## config.mk

```make
export PLATFORM = sky130hd
export DESIGN_NAME = mux_scan_ctrl
export DESIGN_NICKNAME = d
export VERILOG_FILES = /design/src/rtl/mux_scan_ctrl.sv
export SDC_FILE = /design/constraint.sdc
export NUM_CORES = 1
export LEC_CHECK = 0
export CORE_MARGIN = 3
export CORE_UTILIZATION = 53
export CTS_CLUSTER_DIAMETER = 80
export DETAILED_ROUTE_END_ITERATION = 12
export PLACE_DENSITY_LB_ADDON = 0.25
export SLEW_MARGIN = 20
export SYNTH_ARGS = -nofsm -noshare
export SYNTH_HDL_FRONTEND = slang
export SYNTH_SLANG_ARGS = --single-unit
```

## constraint.sdc

```tcl
create_clock -name sys_clk -period 4.3 [get_ports sys_clk]
set_input_delay 0.645 -clock sys_clk [delete_from_list [all_inputs] [get_ports sys_clk]]
set_output_delay 0.645 -clock sys_clk [all_outputs]
set_load 0.01 [all_outputs]
```

## src/rtl/mux_scan_ctrl.sv

```systemverilog
// Scan sequencer for an 8:1 byte mux: steps mux_sel through the enabled channels,
// waits a settling time on each, and hands every captured byte downstream on valid/ready.
module mux_scan_ctrl #(
  parameter int DW         = 8,
  parameter int SETTLE_CYC = 2
) (
  input  logic          sys_clk,
  input  logic          sys_rst,
  input  logic          start,
  input  logic          stop,
  input  logic [7:0]    ch_mask,
  output logic [2:0]    mux_sel,
  input  logic [DW-1:0] mux_y,
  output logic [DW-1:0] samp_data,
  output logic [2:0]    samp_ch,
  output logic          samp_valid,
  input  logic          samp_ready,
  output logic          busy,
  output logic          frame_done
);

  typedef enum logic [1:0] {
    IDLE   = 2'd0,
    SETTLE = 2'd1,
    HOLD   = 2'd2
  } state_t;

  localparam logic [3:0] SETTLE_LAST = 4'(SETTLE_CYC - 1);

  state_t     state_r;
  logic [3:0] cnt_r;
  logic [7:0] mask_r;
  logic       abort_r;
  logic       nxt_found_s;
  logic [2:0] nxt_ch_s;

  function automatic logic [2:0] lowest_ch(input logic [7:0] m);
    lowest_ch = 3'd0;
    for (int i = 7; i >= 0; i--) begin
      if (m[i]) lowest_ch = 3'(i);
    end
  endfunction

  // {found, index} of the lowest enabled channel strictly above cur; never wraps
  function automatic logic [3:0] next_ch(input logic [7:0] m, input logic [2:0] cur);
    next_ch = 4'd0;
    for (int i = 7; i >= 0; i--) begin
      if (m[i] && (3'(i) > cur)) next_ch = {1'b1, 3'(i)};
    end
  endfunction

  // Next enabled channel after the one currently selected
  always_comb begin
    {nxt_found_s, nxt_ch_s} = next_ch(mask_r, mux_sel);
  end

  // Scan state machine with all outputs registered
  always_ff @(posedge sys_clk or posedge sys_rst) begin
    if (sys_rst) begin
      state_r    <= IDLE;
      cnt_r      <= 4'd0;
      mask_r     <= 8'd0;
      abort_r    <= 1'b0;
      mux_sel    <= 3'd0;
      samp_data  <= '0;
      samp_ch    <= 3'd0;
      samp_valid <= 1'b0;
      busy       <= 1'b0;
      frame_done <= 1'b0;
    end else begin
      frame_done <= 1'b0;
      case (state_r)
        IDLE: begin
          if (start && (ch_mask != 8'd0)) begin
            mask_r  <= ch_mask;
            mux_sel <= lowest_ch(ch_mask);
            cnt_r   <= 4'd0;
            abort_r <= 1'b0;
            busy    <= 1'b1;
            state_r <= SETTLE;
          end
        end
        SETTLE: begin
          if (stop) begin
            cnt_r   <= 4'd0;
            busy    <= 1'b0;
            state_r <= IDLE;
          end else if (cnt_r == SETTLE_LAST) begin
            samp_data  <= mux_y;
            samp_ch    <= mux_sel;
            samp_valid <= 1'b1;
            cnt_r      <= 4'd0;
            state_r    <= HOLD;
          end else begin
            cnt_r <= cnt_r + 4'd1;
          end
        end
        HOLD: begin
          if (samp_valid && samp_ready) begin
            samp_valid <= 1'b0;
            // An abort raised while holding still lets the pending sample out first
            if (abort_r || stop) begin
              abort_r <= 1'b0;
              busy    <= 1'b0;
              state_r <= IDLE;
            end else if (nxt_found_s) begin
              mux_sel <= nxt_ch_s;
              cnt_r   <= 4'd0;
              state_r <= SETTLE;
            end else begin
              frame_done <= 1'b1;
              busy       <= 1'b0;
              state_r    <= IDLE;
            end
          end else if (stop) begin
            abort_r <= 1'b1;
          end
        end
        default: begin
          samp_valid <= 1'b0;
          busy       <= 1'b0;
          state_r    <= IDLE;
        end
      endcase
    end
  end

endmodule

```

==> load_flow_metrics.sql, run 1 <==
INSERT INTO impl_metrics (metric_group, metric, value, unit) VALUES
('status', 'run_status', 'completed', ''),
('setup_path', 'crit_path_max_incr_delay', '0.57', 'ns'),
('drt', 'vias_per_cell', '5.78', ''),
('global_route', 'globalRouteTotalUtil', '0.194', ''),
('clock_tree', 'ctsRootBufferMaster', 'clkbuf_4', ''),
('finish', 'n_fill_cell', '212', ''),
('timing', 'finalSetupTns', '0', 'ns'),
('timing', 'finalSetupViolCount', '0', ''),
('setup_path', 'list_of_cells_traversed_by_the_critical_path', 'clkdlybuf4s50_1, or4_4, o21ai_1, or3_1, mux2_1', ''),
('synth', 'synth_nets', '174', ''),
('floorplan', 'initial_utilization', '0.585', ''),
('timing', 'fin_skew', '0.00519', 'ns'),
('drt', 'residual_antenna_violating_net_count_after_detailed_routing', '0', ''),
('synth', 'ys_dominant_reg_cell', 'dfrtp_1', ''),
('timing', 'grt_setup_unrepaired', 'no', ''),
('finish', 'antenna_cell_count', '0', ''),
('synth', 'seq_area_frac_synth', '0.461', ''),
('drt', 'wl', '3.47', 'mm'),
('finish', 'final_core_util', '0.735', ''),
('floorplan', 'design.die.area', '0.00389', 'mm2'),
('finish', 'syn_to_final_growth', '25.7', '%'),
('global_route', 'grt_start_max_net_pins', '32', ''),
('global_route', 'grt_first_pass_wirelength', '5.95', 'mm'),
('placement', 'buffer_ports.inserted', '37', ''),
('setup_path', 'worst-path-max-fanout', '11', ''),
('clock_tree', 'path_clk_slew', '0.09', 'ns'),
('power_and_ir_drop', 'final_power', '1.35', 'mW'),
('clock_tree', 'cts-buffers-inserted', '5', ''),
('clock_tree', 'post_cts.repair.setup_buffers', '0', ''),
('floorplan', 'die-width', '62.3', 'um'),
('drt', 'detailedRoute.firstIterationViolations', '38', ''),
('finish', 'final_net_count', '212', ''),
('synth', 'synthesis.area', '0.00168', 'mm2'),
('setup_path', 'cpMaxStageDelayCell', 'or4_4', ''),
('setup_path', 'critical_path.endpoint_type', 'flip-flop', ''),
('setup_path', 'critPathBufInv', '1', ''),
('setup_path', 'worstSetupStartpointType', 'input port', ''),
('placement', 'instance_count_after_placement_with_tap_cells_included', '224', ''),
('setup_path', 'cell_type_group_with_the_largest_total_delay_on_the_critical_path', 'simple AND/OR/NAND/NOR gates', ''),
('job', 'max_cap_viol_count', '0', ''),
('floorplan', 'boundary_pin_count', '38', ''),
('clock_tree', 'clock_latency', '0.32', 'ns'),
('timing', 'slew-limit-headroom', '0.578', ''),
('clock_tree', 'cts_max_path_buffers', '2', ''),
('timing', 'worst_pin_slew', '0.631', 'ns'),
('global_route', 'vias_in_the_first_global_route', '1287', ''),
('clock_tree', 'clock_sinks', '31', ''),
('placement', 'dp_hpwl', '2.63', 'mm'),
('floorplan', 'fp-row-count', '19', ''),
('clock_tree', 'cts_tree', 'yes', ''),
('setup_path', 'arrival', '2.68', 'ns'),
('synth', 'post_synth_num_cell_types', '50', ''),
('power_and_ir_drop', 'irDropWorstVdd', '0.436', 'mV'),
('hold_path', 'timing.hold.worst.class', 'flip-flop to flip-flop', ''),
('timing', 'final_period_minus_worst_setup_slack', '2.47', 'ns'),
('synth', 'yosys_warnings', '0', ''),
('synth', 'synth_seq_cells', '31', ''),
('timing', 'slew_violations', '0', ''),
('setup_path', 'timing.critical_path.required', '4.51', 'ns'),
('synth', 'async_flop_share', '1.00', ''),
('synth', 'synth.avg_cell_area', '11.1', 'um2'),
('power_and_ir_drop', 'total_leakage_power', '0.906', 'nW'),
('drt', 'route.detailed.drc', '0', ''),
('timing', 'max_freq', '404', 'MHz'),
('drt', 'length_of_the_first_detailed_routing_pass_in_iterations', '4', ''),
('clock_tree', 'htreeDepth', '2', ''),
('drt', 'detail_route.wl_per_cell', '14.9', 'um'),
('floorplan', 'core_region_area', '0.00288', 'mm2'),
('timing', 'report.final.hold_viol_count', '0', ''),
('timing', 'post-route-period-util', '0.575', ''),
('clock_tree', 'ctsHoldBuffers', '0', ''),
('timing', 'fin_worst_hold_slack', '0.492', 'ns'),
('power_and_ir_drop', 'powerDensity', '641', 'mW/mm2'),
('setup_path', 'crit_type', 'input port to flip-flop', ''),
('placement', 'gp_congestion', '0.863', ''),
('synth', 'synth-edff-count', '0', ''),
('finish', 'fin_cells', '232', ''),
('floorplan', 'die_h', '62.3', 'um'),
('global_route', 'antenna_found_initial', '0', ''),
('clock_tree', 'post_cts_resize_count', '0', ''),
('synth', 'syn_inst', '151', ''),
('drt', 'via_count', '1342', ''),
('finish', 'drive_above_1_share', '0.116', ''),
('global_route', 'grt_remaining_overflow', '0', '');
-- registers in the layout (all words and copies together) (netlist names) --
name and flops:
samp_data 8, mask_r 7, cnt_r 4, mux_sel 3, samp_ch 3, state_r 2, abort_r 1, busy 1
frame_done 1, samp_valid 1
-- stage by stage --
stage | cell area (um2) | setup WS, ns
final | 2110 | 1.83
after global routing | 2110 | 1.75
after CTS | 2110 | 1.86
after detailed placement | 2060 | 1.50
after global placement | 2060 | 1.60
after floorplan | 1680 | 2.20
-- final cells by class --
class | instances | area [um2] | share of cell area
inverters | 7 | 26.3 | 0.0124
flip-flops and latches | 31 | 776 | 0.367
repair buffers | 37 | 370 | 0.175
multi-input cells | 107 | 838 | 0.397
clock inverters | 1 | 5.00 | 0.00237
clock buffers | 7 | 45.0 | 0.0213
well taps | 42 | 52.6 | 0.0249
-- report_power, final --
group | leakage (nW) | internal [mW] | total, mW | switching [mW]
combinational | 0.487 | 0.357 | 0.635 | 0.277
sequential | 0.390 | 0.416 | 0.565 | 0.149
clock | 0.0293 | 0.0636 | 0.154 | 0.0905
-- layer usage --
metal	routed length (um)	track usage
met2	1660	0.324
met5	0	0
met1	1520	0.236
met3	198	0.0414
met4	89	0.0992
-- cell usage in the layout, fill, tap and decap left out, types with 2 or more instances in the layout --
cell type	Yosys	layout
dfrtp_1	31	31
ha_1	2	2
clkbuf_4	1	5
nand3_1	2	2
nor2b_1	3	3
o21ai_0	7	7
o21a_1	2	2
nand2_1	6	6
mux2_1	14	14
inv_1	7	6
nor3b_1	5	5
clkdlybuf4s50_1	0	37
o21ai_1	3	3
mux2i_1	2	2
o31ai_1	2	2
mux2_2	4	4
a211o_1	2	2
nor2_1	7	7
clkbuf_1	2	2
mux2_4	2	2
nor3_1	4	4
a21oi_1	7	7
nand2b_1	5	5
a31oi_1	3	3
-- cell usage after synthesis (2+ instances only) --
master    number  area, um2
a211o_1        2       17.5
a21oi_1        7       35.0
a31oi_1        3       18.8
buf_4          2       15.0
clkbuf_1       2       7.51
dfrtp_1       31        776
ha_1           2       25.0
inv_1          7       26.3
mux2_1        14        158
mux2_2         4       45.0
mux2_4         2       30.0
mux2i_1        2       20.0
nand2_1        6       22.5
nand2b_1       5       31.3
nand3_1        2       10.0
nor2_1         7       26.3
nor2b_1        3       18.8
nor3_1         4       20.0
nor3b_1        5       37.5
o21a_1         2       15.0
o21ai_0        7       35.0
o21ai_1        3       15.0
o31ai_1        2       15.0
-- worst paths after layout --
check | startpoint | to | slack [ns] | depth (start not counted)
max in group asynchronous | sys_rst | samp_data[5] | 3.17 | 2
min in group asynchronous | sys_rst | state_r[0] | 0.72 | 2
hold reg to reg | samp_data[7] | samp_data[7] | 0.49 | 1
hold / removal | samp_data[7] | samp_data[7] | 0.49 | 1
setup reg to reg | mux_sel[2] | mux_sel[2] | 2.15 | 5
setup / recovery | ch_mask[5] | mask_r[6] | 1.83 | 5
-- cell families after synthesis --
group / Yosys count / share of synthesized area
compound gates: 40 / 0.168
flops: 31 / 0.461
fa+ha+maj: 2 / 0.0149
buf+inv: 13 / 0.0402
mux: 22 / 0.150
simple gates: 43 / 0.165
(Power assumes the default switching activity.)
==> run 2, diff against run 1 <==
--- a/config.mk
+++ b/config.mk
@@ -6,7 +6,7 @@
 export NUM_CORES = 1
 export LEC_CHECK = 0
 export CORE_MARGIN = 3
-export CORE_UTILIZATION = 53
+export CORE_UTILIZATION = 45
 export CTS_CLUSTER_DIAMETER = 80
 export DETAILED_ROUTE_END_ITERATION = 12
 export PLACE_DENSITY_LB_ADDON = 0.25
==> constraint.sdc (replaced) <==
create_clock -name sys_clk -period 2.01 [get_ports sys_clk]
set_input_delay 0.3015 -clock sys_clk [delete_from_list [all_inputs] [get_ports sys_clk]]
set_output_delay 0.3015 -clock sys_clk [all_outputs]
set_load 0.01 [all_outputs]
==> load_flow_metrics.sql, run 2 (same netlist as run 1, synthesis figures left out) <==
INSERT INTO impl_metrics (metric_group, metric, value, unit) VALUES
('drt', 'route.detailed.drc', '0', ''),
('setup_path', 'worst-path-max-fanout', '4', ''),
('power_and_ir_drop', 'power_switching_share', '0.351', ''),
('timing', 'slew-limit-headroom', '0.670', ''),
('clock_tree', 'cts_max_path_buffers', '2', ''),
('clock_tree', 'cts-buffers-inserted', '5', ''),
('floorplan', 'design.die.area', '0.00451', 'mm2'),
('clock_tree', 'htreeDepth', '2', ''),
('power_and_ir_drop', 'total_leakage_power', '1.05', 'nW'),
('setup_path', 'worst_path_most_repeated_cell', 'o21ai_2', ''),
('finish', 'n_fill_cell', '273', ''),
('global_route', 'grt_start_max_net_pins', '32', ''),
('clock_tree', 'cts_tree', 'yes', ''),
('hold_path', 'timing.hold.worst.class', 'input port to async pin', ''),
('finish', 'antenna_cell_count', '0', ''),
('timing', 'worst_pin_slew', '0.494', 'ns'),
('drt', 'via_count', '1411', ''),
('drt', 'residual_antenna_violating_net_count_after_detailed_routing', '0', ''),
('drt', 'detailedRoute.firstIterationViolations', '36', ''),
('status', 'run_status', 'completed', ''),
('finish', 'fin_cells', '258', ''),
('finish', 'most_common_cell_after_layout_fill_and_taps_aside', 'clkdlybuf4s50_1', ''),
('clock_tree', 'ctsRootBufferMaster', 'clkbuf_8', ''),
('global_route', 'vias_in_the_first_global_route', '1434', ''),
('setup_path', 'timing.critical_path.required', '2.18', 'ns'),
('timing', 'finalSetupViolCount', '0', ''),
('power_and_ir_drop', 'clkPwrFrac', '0.186', ''),
('setup_path', 'critPathBufInv', '2', ''),
('placement', 'dp_hpwl', '2.81', 'mm'),
('placement', 'gp_congestion', '0.820', ''),
('drt', 'vias_per_cell', '5.47', ''),
('floorplan', 'fp-row-count', '21', ''),
('finish', 'final_core_util', '0.683', ''),
('finish', 'number_of_flip_flops_in_the_largest_register', '8', ''),
('power_and_ir_drop', 'final_power', '3.40', 'mW'),
('floorplan', 'core_region_area', '0.00347', 'mm2'),
('global_route', 'grt_remaining_overflow', '0', ''),
('finish', 'syn_to_final_growth', '40.8', '%'),
('timing', 'final_period_minus_worst_setup_slack', '1.93', 'ns'),
('placement', 'buffer_ports.inserted', '37', ''),
('drt', 'wl', '3.77', 'mm'),
('floorplan', 'initial_utilization', '0.485', ''),
('clock_tree', 'clock_latency', '0.29', 'ns'),
('floorplan', 'die-width', '67.1', 'um'),
('timing', 'max_freq', '517', 'MHz'),
('finish', 'final_net_count', '234', ''),
('setup_path', 'list_of_cells_traversed_by_the_critical_path', 'clkdlybuf4s50_1, or4_4, o21ai_2, buf_4, o21ai_2, nand4b_4, mux2_4', ''),
('floorplan', 'die_h', '67.1', 'um'),
('setup_path', 'cell_type_group_with_the_largest_total_delay_on_the_critical_path', 'simple AND/OR/NAND/NOR gates', ''),
('finish', 'max_flop_register', 'samp_data', ''),
('setup_path', 'worstSetupStartpointType', 'input port', ''),
('global_route', 'grt_first_pass_wirelength', '6.13', 'mm'),
('global_route', 'globalRouteTotalUtil', '0.182', ''),
('timing', 'fin_skew', '0.00496', 'ns'),
('finish', 'drive_above_1_share', '0.226', ''),
('setup_path', 'crit_path_max_incr_delay', '0.57', 'ns'),
('power_and_ir_drop', 'power_switching', '1.19', 'mW'),
('finish', 'largest_registers', 'samp_data (8), mask_r (7), cnt_r (4)', ''),
('timing', 'finalSetupTns', '0', 'ns'),
('power_and_ir_drop', 'power_frac_comb', '0.476', ''),
('setup_path', 'critical_path.endpoint_type', 'flip-flop', ''),
('global_route', 'antenna_found_initial', '0', ''),
('drt', 'detail_route.wl_per_cell', '14.6', 'um'),
('floorplan', 'boundary_pin_count', '38', ''),
('finish', 'mostFrequentLayoutCells', 'clkdlybuf4s50_1 (37), dfrtp_1 (29), buf_4 (22)', ''),
('timing', 'grt_setup_unrepaired', 'no', ''),
('power_and_ir_drop', 'internal-power', '2.21', 'mW'),
('power_and_ir_drop', 'seq_power_share', '0.339', ''),
('setup_path', 'arrival', '2.11', 'ns'),
('job', 'max_cap_viol_count', '0', ''),
('drt', 'length_of_the_first_detailed_routing_pass_in_iterations', '4', ''),
('power_and_ir_drop', 'irDropWorstVdd', '0.654', 'mV'),
('timing', 'slew_violations', '0', ''),
('clock_tree', 'clock_sinks', '31', ''),
('timing', 'post-route-period-util', '0.962', ''),
('timing', 'report.final.hold_viol_count', '0', ''),
('setup_path', 'cpMaxStageDelayCell', 'or4_4', ''),
('setup_path', 'crit_type', 'input port to flip-flop', ''),
('clock_tree', 'path_clk_slew', '0.07', 'ns'),
('placement', 'instance_count_after_placement_with_tap_cells_included', '248', ''),
('power_and_ir_drop', 'powerDensity', '1430', 'mW/mm2');
## run 2: worst register-to-register path, stage by stage, from the launching register on
cell	delay (ns)
dfrtp_2	0.49
a21boi_0	0.12
o21a_1	0.20
or4b_4	0.57
nand4b_4	0.13
mux2_4	0.31
## run 2: final timing paths
check	startpoint	to	slack, ns	cells past startpoint
setup / recovery	ch_mask[5]	mux_sel[1]	0.08	7
hold / removal	sys_rst	samp_data[5]	0.43	3
setup reg to reg	mux_sel[1]	mux_sel[1]	0.08	5
hold reg to reg	samp_ch[0]	samp_ch[0]	0.49	2
max in group asynchronous	sys_rst	mux_sel[2]	1.28	3
min in group sys_clk	samp_ch[0]	samp_ch[0]	0.49	2
## run 2: final cells by class
type                       count  area [um2]  share of cell area
timing repair buffer          59         536               0.226
tap                           46        57.6              0.0243
clock buffer                   6        82.6              0.0349
sequential                    31         778               0.329
multi-input combinational    107         853               0.360
clock inverter                 2        35.0              0.0148
inverter                       7        26.3              0.0111
## run 2: power by group through the flow
| stage | clock, mW | combinational (mW) | sequential (mW) |
|---|---|---|---|
| floorplan | 0 | 0.913 | 1.16 |
| global placement | 0 | 1.53 | 1.13 |
| detailed placement | 0 | 1.58 | 1.15 |
| CTS | 0.645 | 1.58 | 1.14 |
| global route | 0.672 | 1.77 | 1.20 |
| finish | 0.631 | 1.62 | 1.15 |
## run 2: routing by layer
metal,vias up,routed length (um),track usage
met5,-,0,0
met4,0,47,0.0759
met3,5,257,0.0433
met2,54,1880,0.324
met1,674,1590,0.209
li1,678,-,-
## run 2: repair_timing
action,CTS,global route
hold buffers,0,0
setup endpoints to repair,3,11
resized for setup,1,3
buffers inserted,0,2
## run 2: through the flow
step,instance area [um2],setup slack (ns),hold slack [ns]
3_5_place_dp,2220,-0.253,0.479
6_report,2370,0.0761,0.430
5_1_grt,2370,0.000143,0.481
4_1_cts,2340,0.00212,0.459
3_3_place_gp,2220,-0.211,0.471
2_1_floorplan,1680,0.136,0.405
